**src/rtl/ccff_pkg.sv**
```systemverilog
// ccff_pkg: shared types and helpers for the configuration-chain loader.
//   ccff_state_e     loader FSM states (IDLE, FETCH, SHIFT, FLUSH)
//   CBY_CHAIN_LEN    default chain length of a connection block (Y)
//   words_for_chain  number of WORD_W-bit words needed to cover a chain
package ccff_pkg;

  typedef enum logic [1:0] {
    IDLE  = 2'd0,
    FETCH = 2'd1,
    SHIFT = 2'd2,
    FLUSH = 2'd3
  } ccff_state_e;

  localparam int CBY_CHAIN_LEN = 58;

  // ceil(len / w)
  function automatic int words_for_chain(input int len, input int w);
    return (len + w - 1) / w;
  endfunction

endpackage

```
**src/rtl/ccff_rb_packer.sv**
```systemverilog
// ccff_rb_packer: packs bits leaving the chain tail into readback words and
// holds each finished word under a valid/ready handshake.
//   prog_clk, pReset  clock, asynchronous active-low reset
//   clear             drop any partial or pending word (abort)
//   sample_en         a chain shift happens this cycle; capture sample_bit
//   sample_bit        ccff_tail value before the shift edge
//   sample_idx        bit position of sample_bit within the current word
//   word_end          this sample completes a word (full or final partial)
//   rb_ready          consumer ready
//   rb_valid, rb_word readback word and its valid
//   stall             a finished word is waiting and the consumer is not ready
module ccff_rb_packer
  import ccff_pkg::*;
#(
  parameter int WORD_W = 8,
  parameter int IDX_W  = 4
) (
  input  logic              prog_clk,
  input  logic              pReset,
  input  logic              clear,
  input  logic              sample_en,
  input  logic              sample_bit,
  input  logic [IDX_W-1:0]  sample_idx,
  input  logic              word_end,
  input  logic              rb_ready,
  output logic              rb_valid,
  output logic [WORD_W-1:0] rb_word,
  output logic              stall
);

  logic [WORD_W-1:0] rb_shreg;
  logic [WORD_W-1:0] rb_next;

  // rb_shreg is cleared after every emitted word, so a final partial word
  // arrives zero-padded in its upper bits.
  assign rb_next = rb_shreg | (WORD_W'(sample_bit) << sample_idx);
  assign stall   = rb_valid & ~rb_ready;

  always_ff @(posedge prog_clk or negedge pReset) begin
    if (!pReset) begin
      rb_valid <= 1'b0;
      rb_word  <= '0;
      rb_shreg <= '0;
    end else if (clear) begin
      rb_valid <= 1'b0;
      rb_shreg <= '0;
    end else begin
      if (rb_valid && rb_ready) rb_valid <= 1'b0;
      // sample_en is never high while stalled, so rb_word cannot change
      // under a pending word; an emit in the handshake cycle re-arms valid.
      if (sample_en) begin
        if (word_end) begin
          rb_word  <= rb_next;
          rb_valid <= 1'b1;
          rb_shreg <= '0;
        end else begin
          rb_shreg <= rb_next;
        end
      end
    end
  end

endmodule

```
**src/rtl/ccff_bitstream_loader.sv**
```systemverilog
// ccff_bitstream_loader: serialises bitstream words LSB-first onto a
// configuration flip-flop chain and returns the displaced contents as
// readback words.
//   prog_clk, pReset         clock, asynchronous active-low reset
//   cfg_start / cfg_abort    begin a load (IDLE only) / return to IDLE
//   cfg_word_valid/_ready    input word stream, cfg_word bit 0 shifted first
//   ccff_head, ccff_shift_en serial data and clock enable to the chain
//   ccff_tail                serial data from the chain tail
//   rb_valid/rb_ready/rb_word readback word stream
//   busy, done               not idle / one-cycle load-complete pulse
module ccff_bitstream_loader
  import ccff_pkg::*;
#(
  parameter int CHAIN_LEN = CBY_CHAIN_LEN,
  parameter int WORD_W    = 8,
  parameter int CNT_W     = 16
) (
  input  logic              prog_clk,
  input  logic              pReset,
  input  logic              cfg_start,
  input  logic              cfg_abort,
  input  logic              cfg_word_valid,
  input  logic [WORD_W-1:0] cfg_word,
  output logic              cfg_word_ready,
  output logic              ccff_head,
  output logic              ccff_shift_en,
  input  logic              ccff_tail,
  output logic              rb_valid,
  output logic [WORD_W-1:0] rb_word,
  input  logic              rb_ready,
  output logic              busy,
  output logic              done
);

  localparam int IDX_W = $clog2(WORD_W + 1);

  ccff_state_e       state, state_nx;
  logic [WORD_W-1:0] shreg;
  logic [IDX_W-1:0]  bit_idx;
  logic [CNT_W-1:0]  bit_cnt;
  logic              stall;
  logic              last_bit;
  logic              word_last;
  logic              load_word;
  logic              start_load;

  assign last_bit  = (bit_cnt == CNT_W'(CHAIN_LEN - 1));
  assign word_last = (bit_idx == IDX_W'(WORD_W - 1));
  assign busy      = (state != IDLE);

  always_comb begin
    state_nx       = state;
    cfg_word_ready = 1'b0;
    ccff_head      = 1'b0;
    ccff_shift_en  = 1'b0;
    done           = 1'b0;
    load_word      = 1'b0;
    start_load     = 1'b0;
    // Abort wins over everything: no accept, no shift, no done this cycle.
    if (cfg_abort) begin
      state_nx = IDLE;
    end else begin
      unique case (state)
        IDLE: begin
          if (cfg_start) begin
            start_load = 1'b1;
            state_nx   = FETCH;
          end
        end
        FETCH: begin
          cfg_word_ready = 1'b1;
          if (cfg_word_valid) begin
            load_word = 1'b1;
            state_nx  = SHIFT;
          end
        end
        SHIFT: begin
          ccff_head = shreg[0];
          if (!stall) begin
            ccff_shift_en = 1'b1;
            if (last_bit)       state_nx = FLUSH;
            else if (word_last) state_nx = FETCH;
          end
        end
        FLUSH: begin
          if (!rb_valid) begin
            done     = 1'b1;
            state_nx = IDLE;
          end
        end
        default: state_nx = IDLE;
      endcase
    end
  end

  always_ff @(posedge prog_clk or negedge pReset) begin
    if (!pReset) begin
      state   <= IDLE;
      bit_idx <= '0;
      bit_cnt <= '0;
    end else begin
      state <= state_nx;
      if (start_load) bit_cnt <= '0;
      if (load_word)  bit_idx <= '0;
      if (ccff_shift_en) begin
        bit_idx <= bit_idx + IDX_W'(1);
        bit_cnt <= bit_cnt + CNT_W'(1);
      end
    end
  end

  // Input word shift register: data path only, no reset needed.
  always_ff @(posedge prog_clk) begin
    if (load_word)          shreg <= cfg_word;
    else if (ccff_shift_en) shreg <= shreg >> 1;
  end

  ccff_rb_packer #(
    .WORD_W (WORD_W),
    .IDX_W  (IDX_W)
  ) u_rb_packer (
    .prog_clk   (prog_clk),
    .pReset     (pReset),
    .clear      (cfg_abort),
    .sample_en  (ccff_shift_en),
    .sample_bit (ccff_tail),
    .sample_idx (bit_idx),
    .word_end   (word_last || last_bit),
    .rb_ready   (rb_ready),
    .rb_valid   (rb_valid),
    .rb_word    (rb_word),
    .stall      (stall)
  );

endmodule
```
**config.mk**
```make
export PLATFORM = sky130hd
export DESIGN_NAME = ccff_bitstream_loader
export DESIGN_NICKNAME = d
export VERILOG_FILES = /design/src/rtl/ccff_pkg.sv /design/src/rtl/ccff_rb_packer.sv /design/src/rtl/ccff_bitstream_loader.sv
export SDC_FILE = /design/constraint.sdc
export NUM_CORES = 1
export LEC_CHECK = 0
export BUFFER_PORTS_ARGS = -buffer_cell sky130_fd_sc_hd__buf_4
export CORE_MARGIN = 2
export CORE_UTILIZATION = 62
export DETAILED_ROUTE_END_ITERATION = 7
export PLACE_DENSITY_LB_ADDON = 0.05
export SYNTH_ARGS = -nofsm -noshare
export SYNTH_HDL_FRONTEND = slang
export SYNTH_SLANG_ARGS = --single-unit
```
**constraint.sdc**
```tcl
create_clock -name prog_clk -period 3.9 [get_ports prog_clk]
set_input_delay 0.78 -clock prog_clk [delete_from_list [all_inputs] [get_ports prog_clk]]
set_output_delay 0.78 -clock prog_clk [all_outputs]
set_load 0.01 [all_outputs]
```
; Yosys cells after proc, flatten, opt, wreduce, memory -nomap -nowiden
; Index checks and enable logic that the tools add are counted.
[op_classes]
reduce_logical = 9
magnitude_cmp = 0
addsub = 2
shift = 1
bitwise_logic = 4
muxes = 37
eq_ne = 10
n_mul = 0
div = 0
[op_table]
columns = op, count
row1 = two-way mux 8 bit, 5
row2 = two-way mux 16 bit, 2
row3 = two-way mux 1 bit, 20
row4 = "adder 16 x 1 -> 16 bit, second input constant", 1
row5 = "equality test 16 x 6 -> 1 bit, second input constant", 1
row6 = two-way mux 2 bit, 7
row7 = "inequality test 3 bit, second input constant", 4
row8 = two-way mux 4 bit, 2
row9 = OR 8 bit, 1
row10 = one-hot mux 2 bit (4 select lines), 1
row11 = nonzero test 2 bit, 4
row12 = << shifter 1 x 4 -> 8 bit, 1
row13 = AND reduction 5 bit, 1
row14 = "adder 4 x 1 -> 4 bit, second input constant", 1
row15 = "equality test 2 bit, second input constant", 2
row16 = "equality test 4 x 3 -> 1 bit, second input constant", 1
row17 = "inequality test 4 bit, second input constant", 1
row18 = AND reduction 3 bit, 1
row19 = "equality test 2 x 1 -> 1 bit, second input constant", 1
row20 = logical NOT 2 bit, 1
row21 = NOT 1 bit, 2
row22 = AND 1 bit, 1
row23 = logical AND 1 bit, 1
row24 = logical OR 1 bit, 1
[totals]
word_cells = 70
latch_bits = 0
in_bits = 15
n_memories = 0
ram_bits = 0
ff_bits = 47
output_inout_bits = 14
romBits = 0

; Depth between registers and ports, before layout
[depth]
depth_word = 7
depth_mapped = 7
ltp_nobuf = 6

; Hierarchy
; A second synthesis with hierarchy kept.
[unflattened]
hier_cells = 230
hier_area_um2 = 2354.8
[modules_own_cells]
columns = module, instances, cells_each, area_per_inst_um2, seq_area_each_um2
row1 = ccff_bitstream_loader, 1, 157, 1607.8, 790.8
row2 = ccff_rb_packer, 1, 73, 747.0, 425.4

; Worst setup path before layout
; OpenSTA, ideal clock, no wires.
[synth_path]
path_kind = input to output
startpoint = input port cfg_abort
endpoint = output port ccff_shift_en
slack_ns = 1.287
required_time_ns = 3.120
cell_stages = 5
n_path_buf = 2
arrival_ns = 1.833
path_cell_list = clkbuf_1 > nor3b_1 > nand2_1 > inv_1 > clkbuf_1
[synth_between]
elab_chain_len = 1
[synth_rtl]
columns = item, line
row1 = from (decl), ccff_bitstream_loader.sv:21  ; input logic cfg_abort,
row2 = two-way mux 1 bit, ccff_bitstream_loader.sv:60  ; if (cfg_abort) begin
row3 = to (decl), ccff_bitstream_loader.sv:26  ; output logic ccff_shift_en,
; No other way between the ends.

; Worst setup path after layout
; Ends and elaborated chain as after synthesis.

==> metrics.md <==
| Metric | Value |
|---|---|
| Root Buffer | `clkbuf_8` |
| Fillcell total | `274` |
| Max Slew Vio Count | `0` |
| PD cells | `361 nW/um^2` |
| CP required | `3.12 ns` |
| IO Pins | `29` |
| CORE AREA | `3720 sq um` |
| Crit path max-delay family | `buffers and inverters` |
| Setup Buffers After CTS | `0` |
| Most frequent cells in the layout | `39 x dfrtp_1, 30 x buf_4, 18 x nand2_1` |
| Worst slew pin tran | `0.670 ns` |
| Count of different cell masters after synthesis | `58` |
| All-Layer GR Usage | `25.5%` |
| Hold Path Class | `in2async` |
| CTS tree | `yes` |
| Starting Density | `around 65%` |
| Fraction of layout cells with a size suffix above 1 | `24.1%` |
| Peak supply drop | `0.235 mV` |
| FP Rows | `22` |
| Clk slew on worst S/H paths | `0.08 ns` |
| Post-synth EDFFs | `8` |
| Final setup vio count | `0` |
| Largest fanout on the critical path | `23` |
| Chip width | `66.4 um` |
| Setup TNS | `0 ns` |
| Post-Syn Area | `around 2400 sq um` |
| Num CTS Buffers | `5` |
| Skew-Pair Late Insertion Delay | `roughly 0.30 ns` |
| Crit share post-route | `75.4%` |
| Outcome | `complete, no violations` |
| Commonest non-fill, non-tap cell in the layout | `dfrtp_1` |
| Routed Antenna Nets | `0` |
| Total power | `992 uW` |
| Worst-path cell chain | `buf_4 -> nor3b_1 -> nand2_1 -> buf_4 -> inv_1 -> buf_4` |
| CP endpoint kind | `primary output` |
| Clk sink count | `47` |
| Multi-input gate area | `1110 sq um` |
| Total number of vias | `1,850` |
| Buffers on Ports | `28` |
| Vias per cell | `6.23` |
| Mean Syn Cell Area | `between 10 and 15 sq um` |
| CP arrival | `around 2.2 ns` |
| First-pass GRT wire length | `8290 um` |
| Mapped Cells | `224` |
| Routed wire length | `between 4000 and 5000 um` |
| Max stage delay on crit path | `0.40 ns` |
| R2R setup slack | `1.23 ns` |
| Minimum clock period | `between 2 and 3 ns` |
| Die ar. | `around 4400 sq um` |
| Critical path startpoint category | `primary input` |
| Relative slew slack | `55.3%` |
| RSZ-0062 raised after global routing | `false` |
| Post-CTS Resized | `0` |
| Largest net degree at the start of global routing | `40` |
| Vias in the first global route | `1,774` |
| Nets | `roughly 270` |
| Register area | `1220 sq um` |
| H-tree levels | `2` |
| Final hold vios | `0` |
| Slowest cell on crit path | `nor3b_1` |
| CTS Hold Bufs | `0` |
| CP bufs+invs | `4` |
| Syn. warnings | `0` |
| Maximum clock insertion buffer count | `2` |
| Avg WL per Cell | `16.5 um` |
| Flop and latch count out of synthesis | `47` |
| First DRT Iteration DRCs | `177` |
| Async set-reset flop share out of synthesis | `between 80% and 90%` |
| Syn_nets | `242` |
| First-pass DRT Iterations | `4` |
| Die Y | `~66 um` |
| Cell occurring most often along the worst timing path | `buf_4` |
| Grt ovf | `0` |
| P&R area growth vs syn | `13.8%` |
| Seq/Total Area, Yosys | `slightly above 50%` |
| Diodes inserted | `0` |
| Most used DFF post-synth | `dfrtp_1` |
| Fin Clk Skew | `between 0.005 and 0.006 ns` |
| DRC viols | `0` |
| Max-cap violations | `0` |
| Hpwl dp | `around 3500 um` |
| Max Freq | `between 300 and 400 MHz` |
| RePlAce Congestion | `0.821` |
| Post-layout util | `about three quarters` |
| CP Class | `in2out` |
| Initial antenna violation count | `0` |
| Pleak | `0.00120 uW` |
==> Yosys cell counts (all sizes together) (2+ instances only) <==
library cell | count | area (sq um)
dfrtp | 39 | 976
nand2 | 18 | 67.6
nand3 | 16 | 80.1
o21ai | 15 | 75.1
clkbuf | 10 | 37.5
mux2 | 9 | 109
edfxtp | 8 | 240
inv | 8 | 30.0
mux2i | 7 | 70.1
nor2b | 7 | 43.8
a31oi | 5 | 31.3
and3 | 4 | 27.5
nor2 | 4 | 15.0
nor3 | 4 | 20.0
nor3b | 4 | 30.0
o41ai | 4 | 53.8
a21o | 3 | 23.8
a21oi | 3 | 15.0
a22o | 3 | 26.3
and2 | 3 | 18.8
ha | 3 | 37.5
nand2b | 3 | 18.8
nor4 | 3 | 18.8
o21a | 3 | 22.5
o31ai | 3 | 22.5
a21boi | 2 | 15.0
a41oi | 2 | 17.5
buf | 2 | 16.3
nand4 | 2 | 12.5
o211ai | 2 | 15.0
o21bai | 2 | 15.0
o311ai | 2 | 17.5
or2 | 2 | 12.5
or4 | 2 | 18.8
or4b | 2 | 23.8
==> logic make-up (layout without fill, tap and decap cells) <==
logic type               count (synthesis)  count (layout)  share of synthesized area (%)
multiplexers                            16              16                           7.41
flip-flops                              47              47                           50.4
XOR/XNOR                                 1               1                          0.363
AND/OR/NAND/NOR                         81              81                           19.4
adder cells (fa/ha/maj)                  3               3                           1.55
buffers and inverters                   21              46                           3.94
AO/OA/AOI/OAI                           55              55                           17.0
==> worst paths after layout <==
path	end	cells after the start	from
worst max-delay path	ccff_shift_en	6	cfg_abort
worst min-delay path	bit_cnt[15]	1	pReset
worst max register to register	u_rb_packer.rb_word[2]	6	bit_cnt[1]
worst min register to register	bit_cnt[15]	1	bit_cnt[15]
max in group asynchronous	u_rb_packer.rb_shreg[2]	1	pReset
min in group prog_clk	bit_cnt[15]	1	bit_cnt[15]
==> stage by stage <==
stage          instances  setup slack (ns)  area (sq um)  hold WS [ns]
2_1_floorplan        224              1.29          2410         0.441
5_1_grt              297             0.829          2750         0.459
3_3_place_gp         289              1.09          2640         0.457
6_report             297             0.960          2750         0.430
4_1_cts              297             0.976          2750         0.449
3_5_place_dp         289             0.952          2640         0.473
==> layout make-up <==
class / instances / area share [%]
sequential: 47 / 44.2
multi-input combinational: 156 / 40.4
timing repair buffer: 30 / 8.19
clock buffer: 5 / 2.50
tap: 48 / 2.18
clock inverter: 3 / 1.41
inverter: 8 / 1.09
==> power breakdown <==
part	total (uW)	internal [uW]	switching [uW]
clock network	346	188	158
logic	103	48.4	54.9
registers	544	515	28.5
==> state kept, by name, summed over array words and instances (netlist names) <==
name,flops
bit_cnt,16
bit_idx,4
shreg,8
state,2
u_rb_packer.rb_shreg,8
u_rb_packer.rb_valid,1
u_rb_packer.rb_word,8
==> per-layer routing <==
layer	global-route usage [%]	part of all wire (%)
met5	0	0
met4	9.95	1.8
met3	5.62	6.2
met2	38.4	46
met1	36.2	46
No activity file was read; power rests on OpenSTA's default activity.
